File: config.mk
export PLATFORM = sky130hd
export DESIGN_NAME = range_gen
export DESIGN_NICKNAME = d
export VERILOG_FILES = /design/src/rtl/range_gen.sv
export SDC_FILE = /design/constraint.sdc
export NUM_CORES = 1
export LEC_CHECK = 0
export ABC_CLOCK_PERIOD_IN_PS = 19970
export CORE_MARGIN = 4
export CORE_UTILIZATION = 45
export CTS_CLUSTER_SIZE = 40
export DETAILED_ROUTE_END_ITERATION = 8
export GPL_ROUTABILITY_DRIVEN = 0
export PLACE_DENSITY_LB_ADDON = 0.15
export SLEW_MARGIN = 10
export SYNTH_ARGS = -nofsm -noshare
export SYNTH_HDL_FRONTEND = slang
export SYNTH_SLANG_ARGS = --single-unit
File: constraint.sdc
create_clock -name CLK -period 19.97 [get_ports CLK]
set_clock_uncertainty 0.1 [all_clocks]
set_input_delay 1.997 -clock CLK [delete_from_list [all_inputs] [get_ports CLK]]
set_output_delay 1.997 -clock CLK [all_outputs]
set_load 0.1 [all_outputs]
File: src/rtl/range_gen.sv
// Candidate-word range generator: steps an odometer over per-range charsets,
// presenting one candidate per accepted output handshake.
module range_gen #(
  parameter int CHAR_BITS      = 7,
  parameter int WORD_MAX_LEN   = 8,
  parameter int RANGES_MAX     = 4,
  parameter int CHARS_MAX      = 16,
  parameter int RANGE_INFO_MSB = $clog2(WORD_MAX_LEN)
) (
  input  logic                                     CLK,
  input  logic                                     reset,
  input  logic                                     cfg_wr_en,
  input  logic [$clog2(RANGES_MAX)-1:0]            cfg_range_idx,
  input  logic [$clog2(CHARS_MAX)-1:0]             cfg_char_idx,
  input  logic [CHAR_BITS-1:0]                     cfg_char,
  input  logic                                     cfg_num_wr,
  input  logic [$clog2(CHARS_MAX+1)-1:0]           cfg_num_chars,
  input  logic                                     start,
  input  logic [WORD_MAX_LEN*CHAR_BITS-1:0]        word,
  input  logic [RANGES_MAX*(RANGE_INFO_MSB+1)-1:0] range_info,
  output logic                                     busy,
  output logic                                     out_valid,
  input  logic                                     out_ready,
  output logic                                     out_last,
  output logic [WORD_MAX_LEN*CHAR_BITS-1:0]        out_word,
  output logic [RANGES_MAX*CHAR_BITS-1:0]          out_ranges,
  output logic [WORD_MAX_LEN-1:0]                  out_if_range,
  output logic [WORD_MAX_LEN*RANGE_INFO_MSB-1:0]   out_shift_val
);

  localparam int CIW = $clog2(CHARS_MAX);
  localparam int NCW = $clog2(CHARS_MAX + 1);
  localparam int RW  = RANGE_INFO_MSB + 1;

  typedef enum logic {IDLE, RUN} state_t;

  state_t                r_state, w_state_nxt;
  logic [CHAR_BITS-1:0]  r_table [RANGES_MAX][CHARS_MAX];
  logic [NCW-1:0]        r_num   [RANGES_MAX];
  logic [NCW-1:0]        r_cnt   [RANGES_MAX];
  logic [NCW-1:0]        w_cnt_nxt [RANGES_MAX];
  logic [NCW-1:0]        w_len   [RANGES_MAX];
  logic [RANGES_MAX-1:0] r_active;
  logic [RANGES_MAX-1:0] w_at_max;
  logic [WORD_MAX_LEN-1:0]                w_if_range;
  logic [WORD_MAX_LEN*RANGE_INFO_MSB-1:0] w_shift_val;
  logic w_accept;

  assign out_valid = (r_state == RUN);
  assign busy      = (r_state == RUN);
  assign w_accept  = out_valid && out_ready;
  assign out_last  = (r_state == RUN) && (&w_at_max);

  always_ff @(posedge CLK or posedge reset) begin
    if (reset) r_state <= IDLE;
    else       r_state <= w_state_nxt;
  end

  always_comb begin
    w_state_nxt = r_state;
    case (r_state)
      IDLE:    if (start) w_state_nxt = RUN;
      RUN:     if (w_accept && out_last) w_state_nxt = IDLE;
      default: w_state_nxt = IDLE;
    endcase
  end

  // Position decode from the incoming range_info, captured on start.
  always_comb begin
    int unsigned pos;
    pos         = 0;
    w_if_range  = '0;
    w_shift_val = '0;
    for (int unsigned j = 0; j < RANGES_MAX; j++) begin
      if (range_info[j*RW + RW - 1]) begin
        pos = 32'(range_info[j*RW +: RANGE_INFO_MSB]) + j;
        if (pos < WORD_MAX_LEN) begin
          w_if_range[pos] = 1'b1;
          w_shift_val[pos*RANGE_INFO_MSB +: RANGE_INFO_MSB] =
            w_shift_val[pos*RANGE_INFO_MSB +: RANGE_INFO_MSB] |
            range_info[j*RW +: RANGE_INFO_MSB];
        end
      end
    end
  end

  // Odometer: inactive or zero-length ranges behave as length 1.
  always_comb begin
    logic carry;
    carry = 1'b1;
    for (int unsigned j = 0; j < RANGES_MAX; j++) begin
      w_len[j]     = (!r_active[j] || r_num[j] == '0) ? NCW'(1) : r_num[j];
      w_at_max[j]  = (r_cnt[j] == w_len[j] - 1'b1);
      w_cnt_nxt[j] = r_cnt[j];
      if (carry) w_cnt_nxt[j] = w_at_max[j] ? '0 : r_cnt[j] + 1'b1;
      carry = carry & w_at_max[j];
    end
  end

  always_comb begin
    out_ranges = '0;
    for (int unsigned j = 0; j < RANGES_MAX; j++)
      if (r_active[j])
        out_ranges[j*CHAR_BITS +: CHAR_BITS] = r_table[j][r_cnt[j][CIW-1:0]];
  end

  always_ff @(posedge CLK or posedge reset) begin
    if (reset) begin
      r_active      <= '0;
      out_word      <= '0;
      out_if_range  <= '0;
      out_shift_val <= '0;
      for (int unsigned j = 0; j < RANGES_MAX; j++) begin
        r_num[j] <= '0;
        r_cnt[j] <= '0;
        for (int unsigned k = 0; k < CHARS_MAX; k++) r_table[j][k] <= '0;
      end
    end else if (r_state == IDLE) begin
      if (cfg_wr_en)  r_table[cfg_range_idx][cfg_char_idx] <= cfg_char;
      if (cfg_num_wr) r_num[cfg_range_idx] <= cfg_num_chars;
      if (start) begin
        out_word      <= word;
        out_if_range  <= w_if_range;
        out_shift_val <= w_shift_val;
        for (int unsigned j = 0; j < RANGES_MAX; j++) begin
          r_active[j] <= range_info[j*RW + RW - 1];
          r_cnt[j]    <= '0;
        end
      end
    end else if (w_accept) begin
      for (int unsigned j = 0; j < RANGES_MAX; j++) r_cnt[j] <= w_cnt_nxt[j];
    end
  end

endmodule
==> summary.txt, run 1 <==
Critical path
  • Arrival time worst endpoint: 4590 ps
  • Critical path required time: 17870 ps
  • Type of origin of the critical path: flip-flop
  • Critical Path Start: r_active[1]
  • Critical Path Sink Type: output port
  • CP max stage delay: 1270 ps
  • R2R depth: 10
  • CP cell instances: nor3b_1 -> ha_1 -> xor2_1 -> xnor2_1 -> nor3_1 -> nand3_1 -> nor4_1 -> clkdlybuf4s50_1
  • CP Class: flip-flop to output port
  • RR Endpoint: r_cnt[5]
  • Worst r2r src: r_active[0]
  • Worst reg-to-reg setup slack: 15990 ps
  • CP max FO: 14
  • Critical-path top delay cell: clkdlybuf4s50_1
  • CP Capture Point: out_last

Clocking
  • Clk pin slew, worst setup/hold paths: 60 ps
  • Worst skew pair latency: 610 ps
  • TritonCTS Sinks: 581
  • Bufs on Longest Clock Path: 3
  • Root Buffer: clkbuf_16
  • CTS Buf Count: 66
  • Hold buffers post-CTS: 0
  • TritonCTS clock tree: built
  • Post-CTS Setup Repair Bufs: 0
  • CTS resizes: 0
  • CTS HTree Levels: 3

Synth
  • Mux contribution to synthesized area: 29.96%
  • Mean Syn Cell Area: 12.76 um2
  • Synth cell count leaders: dfrtp_1, mux2_2, nand2_1
  • Post-Synth Simple-Gate Area: 9.829%
  • Post-Synth XOR/XNOR Area: 1.090%
  • Largest family of logic cells by synthesized area: multiplexers
  • Synth top area share: 50.85%
  • Mapped Area: 0.02859 mm2
  • Post-synth net total: 2373
  • Post-Synth Adder-Cell Area: 1.575%
  • Most used DFF post-synth: dfrtp_1
  • Synth Area in Compound Gates: 4.315%
  • Asr flop ratio synth: 100.0%
  • Cell count after synthesis: 2241
  • Sequential area share after synthesis: 50.85%
  • Yosys warns: 0
  • Cell taking the most area after synthesis: dfrtp_1
  • Most common cell in the netlist: dfrtp_1
  • Post-synth EDFFs: 0
  • FF+latch count, synth: 581
  • Synth top area cells: dfrtp_1, mux2_2, mux4_2, nand2_1, ha_1
  • Yosys cell types: 79

Global routing
  • First-pass GRT wire length: 118100 um
  • Initial antenna violation count: 4
  • Grt total ovfl: 0
  • Number of global-route vias before repair: 19839
  • Largest net degree at the start of global routing: 175
  • Global Route Usage Sum: 22.28%

Timing
  • Worst Hold Margin: 370.6 ps
  • Final setup violation count: 0
  • Setup repair after global routing missed its margin: false
  • Final hold vios: 0
  • Minimum clock period: 6683 ps
  • Fin Setup TNS: 0 ps
  • Slew @ Worst Pin: 1269 ps
  • Relative slew slack: 14.75%
  • Slack of the critical path: 13290 ps
  • Fin crit share: 33.46%
  • Fin. max-slew vios: 0
  • Fmax: 0.1496 GHz

Finish
  • Nets: 2531
  • Area growth, synth to finish: 17.37%
  • Share of cells above drive strength 1: 31.03%
  • Design area: 0.03356 mm2
  • Layout Cells excl Fill: 3298

Die
  • Die Wd: 260.1 um
  • FP Rows: 92
  • CORE AREA: 0.06297 mm2
  • Overall die height: 260.1 um
  • I/O pin count: 215
  • Initial core utilization: 45.41%
  • DIE AREA: 0.06763 mm2

Routing
  • Final wirelength: 75580 um
  • Wire length per cell: 22.92 um
  • DR vias: 18985
  • First DRT Iteration DRCs: 1354
  • Number of remaining DRC errors: 0
  • DR vias/cell: 5.757
  • Final ANT Viol Nets: 0
  • Drt pass-1 iters: 5

Power
  • Worst vdd ir: 0.00007432 V
  • PD cells: 84.25 mW/mm2
  • Leakage: 0.01570 uW

Placement
  • DP Wirelength: 51170 um
  • DP Area: 0.03140 mm2
  • Dpl cells: 3176
  • Place WS: 13170 ps
  • PortBufs: 214

Min path
  • Origin of the worst min-delay path: out_word[4]
  • Hold WC Path Type: flip-flop to flip-flop

Outcome
  • Status: completed

Run
  • Max Cap Violations: 0
layout by cell type (no fill, tap or decap), types with 11 or more instances in the layout:
cell type / instances
clkdlybuf4s50_1: 207
a31oi_1: 24
clkbuf_8: 13
nor4_1: 12
o211ai_1: 11
xor2_1: 15
nor2_1: 91
nor2b_1: 16
a21oi_1: 38
dfrtp_1: 575
clkbuf_16: 68
nand2b_1: 16
nand4_1: 13
nor3_1: 32
inv_1: 26
and2_1: 37
mux2i_1: 11
clkbuf_1: 19
nand3_1: 33
o21ai_0: 43
nand2_1: 299
buf_4: 20
mux2_2: 470
xnor2_1: 18
mux4_2: 140
ha_1: 36
registers in the layout, summed over array words and instances (netlist names):
name and count:
r_num 20, out_word 56, r_active 4, busy 1
r_table 448, r_cnt 20, out_if_range 8, out_shift_val 24
where the power goes:
| group | internal [uW] | total, uW | switching [uW] |
|---|---|---|---|
| Sequential | 1200 | 1240 | 46.2 |
| Clock | 704 | 1190 | 490 |
| Combinational | 141 | 389 | 248 |
| Total | 2040 | 2830 | 785 |
cells by family (layout without fill, tap and decap cells):
logic type	count (synthesis)	in the layout
flip-flops	581	581
adder cells (fa/ha/maj)	36	36
multiplexers	622	622
XOR/XNOR	34	34
other	0	3
AO/OA/AOI/OAI	187	187
buffers and inverters	174	382
AND/OR/NAND/NOR	607	607
layer usage:
metal	share of wire (%)	track usage (%)	wire, um	up-vias
li1	-	-	-	8461
met3	6.0	4.480	4557	106
met2	48	36.77	36030	541
met4	2.0	5.710	1481	2
met1	44	30.48	33510	9875
met5	0.017	0	13	-
worst min path at each step:
stage	slack [ps]	depth (start not counted)	end
after floorplan	370	1	r_table[147]
after global placement	360	2	out_word[49]
after detailed placement	360	2	out_word[54]
after CTS	380	2	out_word[54]
after global routing	390	2	out_word[4]
final	370	2	out_word[4]
area by class of cell:
class	count	area, um2
Antenna cell	3	7.507
Fill cell	5376	29410
Sequential cell	581	14550
Clock inverter	18	180.2
Tap cell	846	1059
Timing Repair Buffer	236	2297
Clock buffer	100	1952
Multi-Input combinational cell	1486	13400
Inverter	28	112.6
critical path, delay by kind of cell, from the launching register on:
| family | cells | cell delay, ps |
|---|---|---|
| xor+xnor | 2 | 290 |
| simple gates | 4 | 1450 |
| fa+ha+maj | 1 | 270 |
| buf+inv | 1 | 1270 |
| flops | 1 | 710 |
stage by stage:
stage | total power, uW | util (%)
after floorplan | 1537 | -
after global placement | 1655 | 49.86
after detailed placement | 1659 | 49.86
after CTS | 2865 | 53.25
after global routing | 2938 | 53.28
final | 2827 | 53.29
Power figures use the tool's default switching activity.
==> run 2: changes to the inputs <==
ABC_CLOCK_PERIOD_IN_PS = 5600   (was 19970)
clock period = 5.6 ns   (was 19.97 ns; I/O delays follow)
==> run 2 against run 1 <==
Compared with the run above:
- critical path depth decreased by 3
- cell count increased by 0.18%
- worst hold slack got worse by 3.0 ps
- final area decreased by 0.11%
- clock power increased to 3.4 times the previous value
- worst setup slack got worse by 12000 ps
- first-iteration DRC count increased by 8.1%
- via count about the same
- combinational power increased to 3.2 times the previous value
- global-route usage increased by 0.099 points
- highest routed layer unchanged
==> summary.txt, run 2 (synthesized netlist as in run 1, its figures left out) <==
Global routing
  • First-pass GRT wire length: 118900 um (was 118100 um)
  • Largest net degree at the start of global routing: 193 (was 175)
  • Global Route Usage Sum: 22.38% (was 22.28%)
  • Number of global-route vias before repair: 19739 (was 19839)
  • Grt total ovfl: 0 (unchanged)
  • Initial antenna violation count: 3 (was 4)

Placement
  • DP Wirelength: 51550 um (was 51170 um)
  • Dpl cells: 3191 (was 3176)
  • Place WS: 687.4 ps (was 13170 ps)
  • PortBufs: 214 (unchanged)

Clocking
  • TritonCTS Sinks: 581 (unchanged)
  • Hold buffers post-CTS: 0 (unchanged)
  • Bufs on Longest Clock Path: 3 (unchanged)
  • CTS HTree Levels: 2 (was 3)
  • Root Buffer: clkbuf_16 (unchanged)
  • Worst skew pair latency: 620 ps (was 610 ps)
  • Clk pin slew, worst setup/hold paths: 60 ps (about the same)
  • Post-CTS Setup Repair Bufs: 0 (unchanged)
  • CTS resizes: 0 (unchanged)
  • TritonCTS clock tree: built (unchanged)
  • CTS Buf Count: 61 (was 66)

Finish
  • Nets: 2540 (was 2531)
  • Area growth, synth to finish: 17.24% (was 17.37%)
  • Largest regs: r_table x448, out_word x56, out_shift_val x24 (unchanged)
  • Share of cells above drive strength 1: 31.42% (was 31.03%)
  • Commonest non-fill, non-tap cell in the layout: dfrtp_1 (unchanged)
  • Most frequent cells in the layout: dfrtp_1, mux2_2, nand2_1 (unchanged)
  • Biggest register: r_table (unchanged)
  • Max reg flops: 448 (unchanged)
  • Layout Cells excl Fill: 3304 (was 3298)

Timing
  • Minimum clock period: 4702 ps
  • Relative slew slack: 17.43% (was 14.75%)
  • Fin crit share: 83.96%
  • Fin Setup TNS: 0 ps (unchanged)
  • Slack of the critical path: 898.0 ps (was 13290 ps)
  • Final setup violation count: 0 (unchanged)
  • Fin. max-slew vios: 0 (unchanged)
  • Final hold vios: 0 (unchanged)
  • Worst Hold Margin: 367.6 ps (was 370.6 ps)
  • Slew @ Worst Pin: 1229 ps (was 1269 ps)
  • Setup repair after global routing missed its margin: false (unchanged)
  • Fmax: 0.2127 GHz

Die
  • Initial core utilization: 45.41% (unchanged)
  • CORE AREA: 0.06297 mm2 (unchanged)
  • FP Rows: 92 (unchanged)
  • Die Wd: 260.1 um (unchanged)
  • DIE AREA: 0.06763 mm2 (unchanged)
  • Overall die height: 260.1 um (unchanged)
  • I/O pin count: 215 (unchanged)

Critical path
  • CP max FO: 20 (was 14)
  • Critical path required time: 4940 ps (was 17870 ps)
  • Critical Path Sink Type: output port (unchanged)
  • Type of origin of the critical path: flip-flop (unchanged)
  • Arrival time worst endpoint: 4040 ps (was 4590 ps)
  • Worst reg-to-reg setup slack: 1690 ps (was 15990 ps)
  • RR Endpoint: r_cnt[5] (unchanged)
  • R2R depth: 10 (unchanged)
  • CP Class: flip-flop to output port (unchanged)
  • Worst r2r src: r_active[0] (unchanged)

Power
  • Internal power: 7114 uW (was 2042 uW)
  • Switching Power: 2725 uW (was 785.0 uW)
  • PD cells: 293.5 mW/mm2 (was 84.25 mW/mm2)
  • Sw frac: 27.69% (was 27.77%)
  • Clock network power share: 40.7% (was 42.3%)
  • Power, Total: 9839 uW (was 2827 uW)
  • Worst vdd ir: 0.0002519 V (was 0.00007432 V)
  • Reg power frac: 46.4% (was 44.0%)
  • Leakage: 0.01570 uW (about the same)
  • Comb pwr share: 12.8% (was 13.8%)

Run
  • Max Cap Violations: 0 (unchanged)

Routing
  • DR vias: 18999 (was 18985)
  • Number of remaining DRC errors: 0 (unchanged)
  • Final wirelength: 75960 um (was 75580 um)
  • Drt pass-1 iters: 5 (unchanged)
  • DR vias/cell: 5.750 (was 5.757)
  • First DRT Iteration DRCs: 1463 (was 1354)
  • Final ANT Viol Nets: 0 (unchanged)
  • Wire length per cell: 22.99 um (was 22.92 um)

Min path
  • Hold Crit Depth: 3 (was 2)
  • Origin of the worst min-delay path: word[41] (was out_word[4])
  • WHS Endpoint: out_word[41] (was out_word[4])
  • Hold WC Path Type: primary input to flip-flop (was flip-flop to flip-flop)

Outcome
  • Status: completed (unchanged)
[run 2: cell count changes in the layout (fill, tap and decap cells not counted), moves of 2 or more]
cell       delta
buf_4        +14
clkbuf_16     -6
clkinv_2      +3
inv_6         -3
dfrtp_1       -2
dfrtp_2       +2
diode_2       -2
[run 2: power by group through the flow]
stage | Clock, uW | Combinational [uW] | Sequential [uW]
final | 4010 | 1260 | 4570
after floorplan | 0 | 881 | 4600
after CTS | 4120 | 1280 | 4580
after global placement | 0 | 1260 | 4650
after detailed placement | 0 | 1270 | 4650
after global routing | 4300 | 1360 | 4590
[run 2: per-layer routing]
layer | up-vias | track usage (%) | wire length, um
met5 | - | 0 | 27
met4 | 4 | 5.546 | 1687
met1 | 9859 | 31.10 | 33400
met3 | 121 | 4.012 | 4609
li1 | 8468 | - | -
met2 | 547 | 36.86 | 36240
[run 2: layout make-up]
type                    instances  area [um2]
multi-input cells            1486       13400
diodes                          1       2.502
inverters                      28       108.9
flip-flops and latches        581       14550
well taps                     846        1059
clock inverters                19       187.7
fillers                      5418       29450
clock buffers                  93        1798
repair buffers                250        2412
[run 2: critical path: stages, from the launching register on]
cell and delay, ps:
dfrtp_2 690, buf_4 480, mux4_2 570, mux4_2 480, and2_1 200, clkdlybuf4s50_1 980
[run 2: how the worst max path moves through the flow]
stage / startpoint / end / slack (ps) / cells after the start
final: r_cnt[10] / out_ranges[10] / 900 / 5
after global routing: r_cnt[10] / out_ranges[10] / 730 / 5
after global placement: range_info[4] / out_shift_val[8] / 840 / 15
after floorplan: reset / busy / -2980 / 1
after detailed placement: range_info[4] / out_shift_val[8] / 690 / 15
after CTS: r_cnt[10] / out_ranges[10] / 810 / 5
[run 2: per-stage QoR]
step                utilization, %  cell area, um2
finish                       53.23           33520
global route                 53.23           33520
CTS                          53.23           33520
detailed placement           50.08           31530
global placement             50.08           31530
floorplan                        -           28590
==> run 3: changes to the inputs <==
ABC_CLOCK_PERIOD_IN_PS = 4500   (was 5600)
clock period = 4.5 ns   (was 5.6 ns; I/O delays follow)
==> run 3 against run 2 <==
Compared with the run above:
- critical path type unchanged
- combinational power is 41% higher
- critical path depth is 5 higher
- cell count is 0.76% higher
- final area is 0.87% higher
- register-to-register slack worse by 450 ps
- core utilization is 0.47 points higher
- clock power is 31% higher
- sequential share of layout area is 0.39 points lower
- die area stayed put
- via count is 1.1% higher
- non-clock buffer count is 25 higher
- first-iteration DRC count is 15% higher
==> summary.txt, run 3 (synthesized netlist as in run 1, its figures left out) <==
Placement
  • PortBufs: 214 (unchanged)
  • DP Wirelength: 53050 um (was 51550 um)
  • DP Area: 0.03170 mm2 (was 0.03153 mm2)

Power
  • Worst vdd ir: 0.0002911 V (was 0.0002519 V)
  • PD cells: 372.2 mW/mm2 (was 293.5 mW/mm2)
  • Leakage: 0.01596 uW (was 0.01570 uW)

Die
  • CORE AREA: 0.06297 mm2 (unchanged)
  • Overall die height: 260.1 um (unchanged)
  • I/O pin count: 215 (unchanged)
  • DIE AREA: 0.06763 mm2 (unchanged)
  • Initial core utilization: 45.41% (unchanged)
  • Die Wd: 260.1 um (unchanged)
  • FP Rows: 92 (unchanged)

Timing
  • Relative slew slack: 21.96% (was 17.43%)
  • Final setup violation count: 0 (unchanged)
  • Worst Hold Margin: 57.77 ps (was 367.6 ps)
  • Setup repair after global routing missed its margin: false (unchanged)
  • Fmax: 0.2453 GHz
  • Minimum clock period: 4077 ps
  • Fin crit share: 90.60%
  • Final hold vios: 0 (unchanged)
  • Slew @ Worst Pin: 1171 ps (was 1229 ps)
  • Fin. max-slew vios: 0 (unchanged)

Clocking
  • Post-CTS Setup Repair Bufs: 0 (unchanged)
  • TritonCTS clock tree: built (unchanged)
  • CTS Buf Count: 61 (unchanged)
  • TritonCTS Sinks: 581 (unchanged)
  • Bufs on Longest Clock Path: 3 (unchanged)
  • CTS resizes: 0 (unchanged)
  • Worst skew pair latency: 630 ps (was 620 ps)
  • Hold buffers post-CTS: 0 (unchanged)
  • Root Buffer: clkbuf_16 (unchanged)
  • Clk pin slew, worst setup/hold paths: 60 ps (about the same)
  • CTS HTree Levels: 2 (unchanged)

Finish
  • Most frequent cells in the layout: dfrtp_1, mux2_2, nand2_1 (unchanged)
  • Share of cells above drive strength 1: 33.39% (was 31.42%)
  • Biggest register: r_table (unchanged)
  • Area growth, synth to finish: 18.26% (was 17.24%)
  • Max reg flops: 448 (unchanged)
  • FF+latch area: 0.01455 mm2 (about the same)
  • Commonest non-fill, non-tap cell in the layout: dfrtp_1 (unchanged)
  • Multi-input logic area: 0.01341 mm2 (was 0.01340 mm2)
  • Layout fillers: 5307 (was 5418)
  • Design area: 0.03381 mm2 (was 0.03352 mm2)
  • Nets: 2565 (was 2540)
  • Largest regs: r_table x448, out_word x56, out_shift_val x24 (unchanged)

Routing
  • Final ANT Viol Nets: 0 (unchanged)
  • Drt pass-1 iters: 5 (unchanged)
  • DR vias: 19210 (was 18999)
  • DR vias/cell: 5.771 (was 5.750)
  • Wire length per cell: 23.12 um (was 22.99 um)
  • Number of remaining DRC errors: 0 (unchanged)
  • Final wirelength: 76980 um (was 75960 um)
  • First DRT Iteration DRCs: 1678 (was 1463)

Global routing
  • First-pass GRT wire length: 120300 um (was 118900 um)
  • Number of global-route vias before repair: 19976 (was 19739)
  • Largest net degree at the start of global routing: 117 (was 193)
  • Global Route Usage Sum: 22.69% (was 22.38%)
  • Initial antenna violation count: 3 (unchanged)
  • Grt total ovfl: 0 (unchanged)

Outcome
  • Status: completed (unchanged)

Critical path
  • Arrival time worst endpoint: 3530 ps (was 4040 ps)
  • R2R depth: 12 (was 10)
  • RR Endpoint: r_cnt[2] (was r_cnt[5])
  • Critical Path Sink Type: output port (unchanged)
  • Critical path required time: 3950 ps (was 4940 ps)
  • Type of origin of the critical path: flip-flop (unchanged)
  • Worst r2r src: r_active[0] (unchanged)
  • Worst reg-to-reg setup slack: 1240 ps (was 1690 ps)
  • CP max FO: 12 (was 20)
  • CP Class: flip-flop to output port (unchanged)

Run
  • Max Cap Violations: 0 (unchanged)

Min path
  • Hold WC Path Type: primary input to asynchronous set/reset pin (was primary input to flip-flop)
## run 3: changes by cell type in the layout (fill, tap and decap cells not counted), moves of 3 or more
cell,before,now
dfrtp_2,8,5
bufinv_16,3,7
clkdlybuf4s50_1,206,178
buf_4,34,83
clkinv_2,13,10
clkbuf_8,13,16
clkbuf_1,18,11
dfrtp_1,573,576
buf_12,3,7
## run 3: stage by stage
stage | total power [uW] | util (%) | worst slack (ps) | instances | setup TNS (ps)
after floorplan | 6827 | - | -3967 | 2241 | -2305100
after global placement | 7413 | 50.35 | 249.5 | 3216 | 0
after detailed placement | 7439 | 50.35 | 188.2 | 3216 | 0
after CTS | 12750 | 53.69 | 375.2 | 3326 | 0
after global routing | 13090 | 53.69 | 233.1 | 3326 | 0
final | 12590 | 53.70 | 422.8 | 3329 | 0
## run 3: per-layer routing
metal  wire, um  track usage [%]  up-vias
met5          0                0        -
li1           -                -     8526
met2      36880            37.83      580
met3       4578            4.275      125
met4       1746            5.323        0
met1      33770            31.12     9979
## run 3: power breakdown
| group | switching (uW) | leakage (uW) | internal [uW] |
|---|---|---|---|
| registers | 226 | 0.00798 | 5310 |
| logic | 1110 | 0.00694 | 679 |
| clock network | 2110 | 0.00104 | 3150 |
| total | 3450 | 0.0160 | 9140 |
## run 3: how the worst max path moves through the flow
| stage | from | to | cells after the start |
|---|---|---|---|
| after detailed placement | range_info[5] | out_shift_val[8] | 15 |
| after global placement | range_info[5] | out_shift_val[8] | 15 |
| after global routing | r_active[0] | out_last | 10 |
| after CTS | r_active[0] | out_last | 10 |
| final | r_active[0] | out_last | 10 |
| after floorplan | reset | busy | 1 |
## run 3: layout make-up
cell class,count,area share (%)
antenna,3,0.02220
inverter,28,0.3219
multi-input combinational,1486,39.66
clock inverter,22,0.9325
sequential,581,43.02
clock buffer,88,5.288
tap,846,3.131
timing repair buffer,275,7.631
## run 3: worst max-delay path, stage by stage (launching register included)
cell	delay [ps]
dfrtp_1	590
inv_1	160
nor3_1	360
ha_1	270
xor2_1	190
xnor2_1	100
nor2_1	90
nand4b_1	120
or2_1	310
nor4_2	350
buf_4	370
